===== src/rtl/ahb_bridge_pkg.sv =====
// ahb_bridge_pkg: shared FSM encoding and master count for the bridge arbiter
package ahb_bridge_pkg;
  localparam int NUM_MASTERS = 2;
  typedef enum logic [1:0] {ST_IDLE, ST_ADDR, ST_DATA, ST_SLEEP} state_t;
endpackage


===== src/rtl/ahb_bridge_arbiter_if.sv =====
// ahb_bridge_arbiter_if: two AHB-lite masters, the bridge-side bus and the sleep handshake
interface ahb_bridge_arbiter_if #(
  parameter int DATA_WIDTH = 32,
  parameter int ADDR_WIDTH = 32
);
  logic                  i_m0_htrans, i_m1_htrans;
  logic [2:0]            i_m0_hsize, i_m1_hsize;
  logic                  i_m0_hwrite, i_m1_hwrite;
  logic [ADDR_WIDTH-1:0] i_m0_haddr, i_m1_haddr;
  logic [DATA_WIDTH-1:0] i_m0_hwdata, i_m1_hwdata;
  logic                  o_m0_hready, o_m1_hready;
  logic                  o_m0_hresp, o_m1_hresp;
  logic [DATA_WIDTH-1:0] o_m0_hrdata, o_m1_hrdata;
  logic                  o_htrans, o_hwrite, o_hselx;
  logic [2:0]            o_hsize;
  logic [ADDR_WIDTH-1:0] o_haddr;
  logic [DATA_WIDTH-1:0] o_hwdata;
  logic                  i_hreadyout, i_hresp;
  logic [DATA_WIDTH-1:0] i_hrdata;
  logic                  i_sleep_req, o_sleep_ack;
  modport slave (
    input  i_m0_htrans, i_m1_htrans, i_m0_hsize, i_m1_hsize, i_m0_hwrite, i_m1_hwrite,
           i_m0_haddr, i_m1_haddr, i_m0_hwdata, i_m1_hwdata, i_hreadyout, i_hresp, i_hrdata, i_sleep_req,
    output o_m0_hready, o_m1_hready, o_m0_hresp, o_m1_hresp, o_m0_hrdata, o_m1_hrdata,
           o_htrans, o_hwrite, o_hselx, o_hsize, o_haddr, o_hwdata, o_sleep_ack
  );
  modport master (
    output i_m0_htrans, i_m1_htrans, i_m0_hsize, i_m1_hsize, i_m0_hwrite, i_m1_hwrite,
           i_m0_haddr, i_m1_haddr, i_m0_hwdata, i_m1_hwdata, i_hreadyout, i_hresp, i_hrdata, i_sleep_req,
    input  o_m0_hready, o_m1_hready, o_m0_hresp, o_m1_hresp, o_m0_hrdata, o_m1_hrdata,
           o_htrans, o_hwrite, o_hselx, o_hsize, o_haddr, o_hwdata, o_sleep_ack
  );
endinterface


===== src/rtl/ahb_bridge_arbiter_rr_arbiter_2.sv =====
// rr_arbiter_2: two-way round-robin pick; on a tie the master not granted last wins
module rr_arbiter_2
  import ahb_bridge_pkg::*;
(
  input  logic [NUM_MASTERS-1:0] req,
  input  logic                   last,
  output logic [NUM_MASTERS-1:0] grant
);
  assign grant = {req[1] & (~req[0] | ~last), req[0] & (~req[1] | last)};
endmodule


===== src/rtl/ahb_bridge_arbiter.sv =====
// ahb_bridge_arbiter: serialises two AHB-lite masters onto one bridge port, one transfer at a time,
// with a sleep handshake that only takes effect between transfers.
module ahb_bridge_arbiter
  import ahb_bridge_pkg::*;
#(
  parameter int DATA_WIDTH = 32,
  parameter int ADDR_WIDTH = 32
) (
  input logic i_clk,
  input logic i_rstn,
  ahb_bridge_arbiter_if.slave bus
);
  state_t                 r_state, w_next;
  logic                   r_owner, r_last;
  logic                   w_in_addr, w_in_data, w_start, w_hwrite;
  logic [2:0]             w_hsize;
  logic [ADDR_WIDTH-1:0]  w_haddr;
  logic [DATA_WIDTH-1:0]  w_hwdata;
  logic [NUM_MASTERS-1:0] w_req, w_grant, w_busy, w_own_data, w_done;

  assign w_req   = {bus.i_m1_htrans, bus.i_m0_htrans};
  assign w_start = (r_state == ST_IDLE) && !bus.i_sleep_req && |w_req;

  rr_arbiter_2 u_rr (.req(w_req), .last(r_last), .grant(w_grant));

  always_ff @(posedge i_clk or negedge i_rstn) begin
    if (!i_rstn) begin
      r_state <= ST_IDLE;
      r_owner <= 1'b0;
      r_last  <= 1'b1;
    end else begin
      r_state <= w_next;
      if (w_start) r_owner <= w_grant[1];
      if (w_in_data && bus.i_hreadyout) r_last <= r_owner;
    end
  end

  // a completing transfer with sleep pending goes straight to SLEEP
  always_comb begin
    w_next = ST_IDLE;
    case (r_state)
      ST_IDLE:  w_next = bus.i_sleep_req ? ST_SLEEP : (|w_req ? ST_ADDR : ST_IDLE);
      ST_ADDR:  w_next = bus.i_hreadyout ? ST_DATA : ST_ADDR;
      ST_DATA:  w_next = !bus.i_hreadyout ? ST_DATA : (bus.i_sleep_req ? ST_SLEEP : ST_IDLE);
      ST_SLEEP: w_next = bus.i_sleep_req ? ST_SLEEP : ST_IDLE;
      default:  w_next = ST_IDLE;
    endcase
  end

  // owner stays stalled for its whole transfer even if it drops htrans meanwhile
  always_comb begin
    w_in_addr       = r_state == ST_ADDR;
    w_in_data       = r_state == ST_DATA;
    w_haddr         = r_owner ? bus.i_m1_haddr : bus.i_m0_haddr;
    w_hwdata        = r_owner ? bus.i_m1_hwdata : bus.i_m0_hwdata;
    w_hsize         = r_owner ? bus.i_m1_hsize : bus.i_m0_hsize;
    w_hwrite        = r_owner ? bus.i_m1_hwrite : bus.i_m0_hwrite;
    w_busy          = (w_in_addr || w_in_data) ? (r_owner ? 2'b10 : 2'b01) : 2'b00;
    w_own_data      = w_in_data ? (r_owner ? 2'b10 : 2'b01) : 2'b00;
    w_done          = bus.i_hreadyout ? w_own_data : 2'b00;
    bus.o_htrans    = w_in_addr;
    bus.o_hselx     = w_in_addr;
    bus.o_hsize     = w_in_addr ? w_hsize : '0;
    bus.o_hwrite    = w_in_addr && w_hwrite;
    bus.o_haddr     = w_in_addr ? w_haddr : '0;
    bus.o_hwdata    = w_in_data ? w_hwdata : '0;
    bus.o_m0_hready = !i_rstn || w_done[0] || !(w_req[0] || w_busy[0]);
    bus.o_m1_hready = !i_rstn || w_done[1] || !(w_req[1] || w_busy[1]);
    bus.o_m0_hrdata = w_own_data[0] ? bus.i_hrdata : '0;
    bus.o_m1_hrdata = w_own_data[1] ? bus.i_hrdata : '0;
    bus.o_m0_hresp  = w_own_data[0] && bus.i_hresp;
    bus.o_m1_hresp  = w_own_data[1] && bus.i_hresp;
    bus.o_sleep_ack = r_state == ST_SLEEP;
  end
endmodule

===== src/flat_wrapper.sv =====
// flat-port wrapper written by rule: the top's interface ports become plain ports
module ahb_bridge_arbiter_flat import ahb_bridge_pkg::*;
#(
  parameter int DATA_WIDTH = 32,
  parameter int ADDR_WIDTH = 32
)
  (i_clk, i_rstn, bus_i_m0_htrans, bus_i_m1_htrans, bus_i_m0_hsize, bus_i_m1_hsize, bus_i_m0_hwrite, bus_i_m1_hwrite, bus_i_m0_haddr, bus_i_m1_haddr, bus_i_m0_hwdata, bus_i_m1_hwdata, bus_i_hreadyout, bus_i_hresp, bus_i_hrdata, bus_i_sleep_req, bus_o_m0_hready, bus_o_m1_hready, bus_o_m0_hresp, bus_o_m1_hresp, bus_o_m0_hrdata, bus_o_m1_hrdata, bus_o_htrans, bus_o_hwrite, bus_o_hselx, bus_o_hsize, bus_o_haddr, bus_o_hwdata, bus_o_sleep_ack);
  ahb_bridge_arbiter_if #(.DATA_WIDTH(DATA_WIDTH), .ADDR_WIDTH(ADDR_WIDTH)) bus_i ();
  input logic i_clk;
  input logic i_rstn;
  input wire logic [$bits(bus_i.i_m0_htrans)-1:0] bus_i_m0_htrans;
  input wire logic [$bits(bus_i.i_m1_htrans)-1:0] bus_i_m1_htrans;
  input wire logic [$bits(bus_i.i_m0_hsize)-1:0] bus_i_m0_hsize;
  input wire logic [$bits(bus_i.i_m1_hsize)-1:0] bus_i_m1_hsize;
  input wire logic [$bits(bus_i.i_m0_hwrite)-1:0] bus_i_m0_hwrite;
  input wire logic [$bits(bus_i.i_m1_hwrite)-1:0] bus_i_m1_hwrite;
  input wire logic [$bits(bus_i.i_m0_haddr)-1:0] bus_i_m0_haddr;
  input wire logic [$bits(bus_i.i_m1_haddr)-1:0] bus_i_m1_haddr;
  input wire logic [$bits(bus_i.i_m0_hwdata)-1:0] bus_i_m0_hwdata;
  input wire logic [$bits(bus_i.i_m1_hwdata)-1:0] bus_i_m1_hwdata;
  input wire logic [$bits(bus_i.i_hreadyout)-1:0] bus_i_hreadyout;
  input wire logic [$bits(bus_i.i_hresp)-1:0] bus_i_hresp;
  input wire logic [$bits(bus_i.i_hrdata)-1:0] bus_i_hrdata;
  input wire logic [$bits(bus_i.i_sleep_req)-1:0] bus_i_sleep_req;
  output wire logic [$bits(bus_i.o_m0_hready)-1:0] bus_o_m0_hready;
  output wire logic [$bits(bus_i.o_m1_hready)-1:0] bus_o_m1_hready;
  output wire logic [$bits(bus_i.o_m0_hresp)-1:0] bus_o_m0_hresp;
  output wire logic [$bits(bus_i.o_m1_hresp)-1:0] bus_o_m1_hresp;
  output wire logic [$bits(bus_i.o_m0_hrdata)-1:0] bus_o_m0_hrdata;
  output wire logic [$bits(bus_i.o_m1_hrdata)-1:0] bus_o_m1_hrdata;
  output wire logic [$bits(bus_i.o_htrans)-1:0] bus_o_htrans;
  output wire logic [$bits(bus_i.o_hwrite)-1:0] bus_o_hwrite;
  output wire logic [$bits(bus_i.o_hselx)-1:0] bus_o_hselx;
  output wire logic [$bits(bus_i.o_hsize)-1:0] bus_o_hsize;
  output wire logic [$bits(bus_i.o_haddr)-1:0] bus_o_haddr;
  output wire logic [$bits(bus_i.o_hwdata)-1:0] bus_o_hwdata;
  output wire logic [$bits(bus_i.o_sleep_ack)-1:0] bus_o_sleep_ack;
  assign bus_i.i_m0_htrans = bus_i_m0_htrans;
  assign bus_i.i_m1_htrans = bus_i_m1_htrans;
  assign bus_i.i_m0_hsize = bus_i_m0_hsize;
  assign bus_i.i_m1_hsize = bus_i_m1_hsize;
  assign bus_i.i_m0_hwrite = bus_i_m0_hwrite;
  assign bus_i.i_m1_hwrite = bus_i_m1_hwrite;
  assign bus_i.i_m0_haddr = bus_i_m0_haddr;
  assign bus_i.i_m1_haddr = bus_i_m1_haddr;
  assign bus_i.i_m0_hwdata = bus_i_m0_hwdata;
  assign bus_i.i_m1_hwdata = bus_i_m1_hwdata;
  assign bus_i.i_hreadyout = bus_i_hreadyout;
  assign bus_i.i_hresp = bus_i_hresp;
  assign bus_i.i_hrdata = bus_i_hrdata;
  assign bus_i.i_sleep_req = bus_i_sleep_req;
  assign bus_o_m0_hready = bus_i.o_m0_hready;
  assign bus_o_m1_hready = bus_i.o_m1_hready;
  assign bus_o_m0_hresp = bus_i.o_m0_hresp;
  assign bus_o_m1_hresp = bus_i.o_m1_hresp;
  assign bus_o_m0_hrdata = bus_i.o_m0_hrdata;
  assign bus_o_m1_hrdata = bus_i.o_m1_hrdata;
  assign bus_o_htrans = bus_i.o_htrans;
  assign bus_o_hwrite = bus_i.o_hwrite;
  assign bus_o_hselx = bus_i.o_hselx;
  assign bus_o_hsize = bus_i.o_hsize;
  assign bus_o_haddr = bus_i.o_haddr;
  assign bus_o_hwdata = bus_i.o_hwdata;
  assign bus_o_sleep_ack = bus_i.o_sleep_ack;
  ahb_bridge_arbiter #(.DATA_WIDTH(DATA_WIDTH), .ADDR_WIDTH(ADDR_WIDTH)) u_core (.i_clk(i_clk), .i_rstn(i_rstn), .bus(bus_i));
endmodule

===== config.mk =====
export PLATFORM = sky130hd
export DESIGN_NAME = ahb_bridge_arbiter_flat
export DESIGN_NICKNAME = d
export VERILOG_FILES = /design/src/rtl/ahb_bridge_pkg.sv /design/src/rtl/ahb_bridge_arbiter_if.sv /design/src/rtl/ahb_bridge_arbiter_rr_arbiter_2.sv /design/src/rtl/ahb_bridge_arbiter.sv /design/src/flat_wrapper.sv
export SDC_FILE = /design/constraint.sdc
export NUM_CORES = 1
export LEC_CHECK = 0
export ABC_CLOCK_PERIOD_IN_PS = 1900
export CAP_MARGIN = 5
export CORE_AREA = 2 2 122 124
export DETAILED_ROUTE_END_ITERATION = 10
export DIE_AREA = 0 0 124 126
export PLACE_DENSITY = 0.56
export SYNTH_ARGS = -nofsm -noshare
export SYNTH_HDL_FRONTEND = slang
export SYNTH_SLANG_ARGS = --single-unit

===== constraint.sdc =====
create_clock -name i_clk -period 1.9 [get_ports i_clk]
set_clock_uncertainty 0.05 [all_clocks]
set_input_delay 0.475 -clock i_clk [delete_from_list [all_inputs] [get_ports i_clk]]
set_output_delay 0.475 -clock i_clk [all_outputs]
set_load 0.05 [all_outputs]

==> results.json <==
{
  "status": "finished with violations",
  "violations": "negative setup slack",
  "regArea_um2": 106,
  "power.total_mw": 12.6,
  "placed_cells": 753,
  "worst_pin_slew_ns": 0.281,
  "firstDrtPassIters": 4,
  "final-setup-viol-count": 136,
  "io_pins": 314,
  "grt_max_degree": 43,
  "yosysWarnings": 0,
  "cts_tree": "done",
  "cp_data_arrival_time_ns": 1.62,
  "drt_wl_total_um": 13700,
  "end_kind": "output port",
  "syn_to_final_growth_pct": 309,
  "power_density_mw_per_mm2": 1520,
  "wl_per_cell_um": 17.7,
  "synth-xor-area-share_pct": 0,
  "r2r_slack_ns": 0.26,
  "grt_overflow": 0,
  "fillers": 1171,
  "p_leak_nw": 3.29,
  "synth-main-ff-cell": "dfrtp_1",
  "synth_fa_ha_area_share_pct": 4.32,
  "hp-class": "reg2reg",
  "grtUsageTotal_pct": 16.2,
  "ir_drop_mv": 0.800,
  "dp_hpwl_um": 10500,
  "clk_pin_slew_ns": 0.03,
  "worst_slack_ns": -0.248,
  "first_iter_violations": 56,
  "die_x_um": 124,
  "grt_pass1_wl_um": 19600,
  "cpMostUsedCell": "buf_12",
  "place.port_buffers": 313,
  "cts_max_level": 1,
  "clk_path_buf_depth": 2,
  "critPathMaxStageDelay_ns": 0.47,
  "syn_nets": 447,
  "layout_worst_path_cycle_share_pct": 113,
  "wl_met1_um": 4440,
  "hold_viol": 0,
  "row_count": 44,
  "synth.area.mux_share_pct": 33.6,
  "synth_top_family_by_area": "simple AND/OR/NAND/NOR gates",
  "hold-worst-slack_ns": 0.509,
  "critical_path.cell_chain": "buf_12 > nor2b_4 > buf_6 > buf_16 > and2_4 > buf_12",
  "synth.distinct_cells": 29,
  "synth-compound-area-share_pct": 4.32,
  "synth.avg_cell_area_um2": 7.64,
  "antenna_cells": 0,
  "crit_family": "buffers and inverters",
  "synth-simple-area-share_pct": 44.4,
  "drc": 0,
  "maxCapViolCount": 0,
  "wl_met3_um": 1530,
  "die_y_um": 126,
  "viasPerCell": 4.20,
  "start_util_pct": 14.2,
  "fin_util_pct": 57.9,
  "core-area_mm2": 0.0143,
  "critPathMaxFanout": 8,
  "cts_sinks": 4,
  "route.met2.wl_um": 7690,
  "cts-buffers-inserted": 3,
  "antenna_found_initial": 1,
  "grt_pass1_vias": 3483,
  "num_vias": 3256,
  "die-area_mm2": 0.0156,
  "slew_headroom_pct": 80.7,
  "cts_hold_buf": 0,
  "insertion_delay_ns": 0.23,
  "seq_area_frac_synth_pct": 5.00,
  "synth_seq_cells": 4,
  "syn-instance-count": 265,
  "gp_congestion": 0.788,
  "cp_slowest_cell": "dfrtp_4",
  "layout.nets": 775,
  "drive_gt1_share_pct": 62.5,
  "synth_area_mm2": 0.00203,
  "async_flop_share_pct": 100,
  "rsz0062_at_grt": "true",
  "synth_edf_count": 0,
  "clock-root-buffer": "clkbuf_16",
  "cp.required_ns": 1.37,
  "multi_input_area_mm2": 0.00273,
  "start_kind": "flop",
  "drv_slew": 0,
  "setup-tns-final_ns": -21.99,
  "min_period_ns": 2.15,
  "instances_no_fill": 776,
  "criticalPathCategory": "reg2out",
  "fmaxAchievable_ghz": 0.465,
  "ant_nets": 0,
  "route.top_layer_used": "met5",
  "critical_path_buf_inv_count": 4
}
==> worst register-to-register path, delay by kind of cell (launching register included) <==
| kind | cells | cell delay [ns] |
|---|---|---|
| adders and majority gates | 1 | 0.25 |
| DFF | 1 | 0.35 |
| AOI/OAI and AO/OA | 1 | 0.19 |
| and+or+nand+nor | 1 | 0.37 |
| buffers and inverters | 3 | 0.33 |
==> synthesized netlist by cell type, types with 2 or more instances <==
cell / number / area [um2]
nand2_1: 2 / 7.51
and2_1: 33 / 206
clkbuf_2: 3 / 15.0
buf_2: 3 / 15.0
buf_4: 7 / 52.6
nor2b_1: 70 / 438
ha_1: 7 / 87.6
o21ai_0: 2 / 10.0
inv_1: 4 / 15.0
o221ai_1: 2 / 17.5
dfrtp_1: 3 / 75.1
mux2i_1: 68 / 681
nand3_1: 2 / 10.0
and3_1: 33 / 206
clkbuf_1: 12 / 45.0
==> layer usage <==
layer	track usage [%]	up-vias
met2	33.0	187
met5	0	-
met3	5.16	4
met4	2.05	2
li1	-	1558
met1	15.8	1505
==> state kept, by name, indices dropped and copies added, names as in the netlist <==
name	count
u_core.r_last	1
u_core.r_owner	1
u_core.r_state	2
==> layout make-up <==
| cell class | count | area share, % |
|---|---|---|
| Clock buffer | 4 | 0.951 |
| Inverter | 4 | 0.181 |
| Multi-Input combinational cell | 230 | 33.0 |
| Sequential cell | 4 | 1.28 |
| Tap cell | 184 | 2.78 |
| Timing Repair Buffer | 350 | 61.8 |
==> report_power, final <==
part	leakage, nW	switching, mW	internal, mW
registers	0.0446	0.0410	0.145
logic	3.20	5.78	6.33
clock network	0.0382	0.0650	0.278
==> cell usage in the layout, fill, tap and decap left out, drive strengths merged <==
| master | netlist | routed |
|---|---|---|
| nand3 | 2 | 2 |
| clkbuf | 15 | 8 |
| nand2 | 2 | 2 |
| buf | 12 | 171 |
| a21o | 1 | 1 |
| and3 | 33 | 33 |
| bufbuf | 0 | 1 |
| a32oi | 1 | 1 |
| nor2b | 71 | 71 |
| o21ba | 1 | 1 |
| o21ai | 2 | 2 |
| a22o | 1 | 1 |
| inv | 4 | 4 |
| dfrtp | 3 | 3 |
| a211oi | 1 | 1 |
| or3b | 1 | 1 |
| o221ai | 2 | 2 |
| and2 | 33 | 33 |
| dfstp | 1 | 1 |
| a21boi | 1 | 1 |
| a21bo | 1 | 1 |
| nand2b | 1 | 1 |
| mux2i | 68 | 68 |
| clkdlybuf4s50 | 0 | 174 |
| ha | 7 | 7 |
| nand3b | 1 | 1 |
==> cells by family after synthesis <==
kind of cell               Yosys count
DFF                                  4
buffers and inverters               31
AOI/OAI and AO/OA                   11
and+or+nand+nor                    144
adders and majority gates            7
muxes                               68
==> metrics by stage <==
step	setup slack (ns)	area, um2
6_report	-0.248	8290
5_1_grt	-0.291	8290
4_1_cts	-0.261	8020
3_5_place_dp	-0.150	7460
3_3_place_gp	-0.145	7460
2_1_floorplan	-0.104	2660
==> final timing paths <==
kind / start / to / depth (start not counted)
setup reg to reg: u_core.r_state[0] / u_core.r_state[0] / 6
setup / recovery: u_core.r_owner / bus_o_m0_hrdata[20] / 6
min in group asynchronous: i_rstn / u_core.r_state[0] / 2
hold reg to reg: u_core.r_last / u_core.r_last / 1
hold / removal: u_core.r_last / u_core.r_last / 1
max in group asynchronous: i_rstn / u_core.r_last / 2
==> repair_timing <==
item,in CTS,in global routing
setup endpoints to repair,138,138
gates resized for setup,60,52
hold endpoints to repair,0,0
cloned,7,4
pin swaps,20,14
buffers inserted,8,2
No activity file was read; power rests on OpenSTA's default activity.
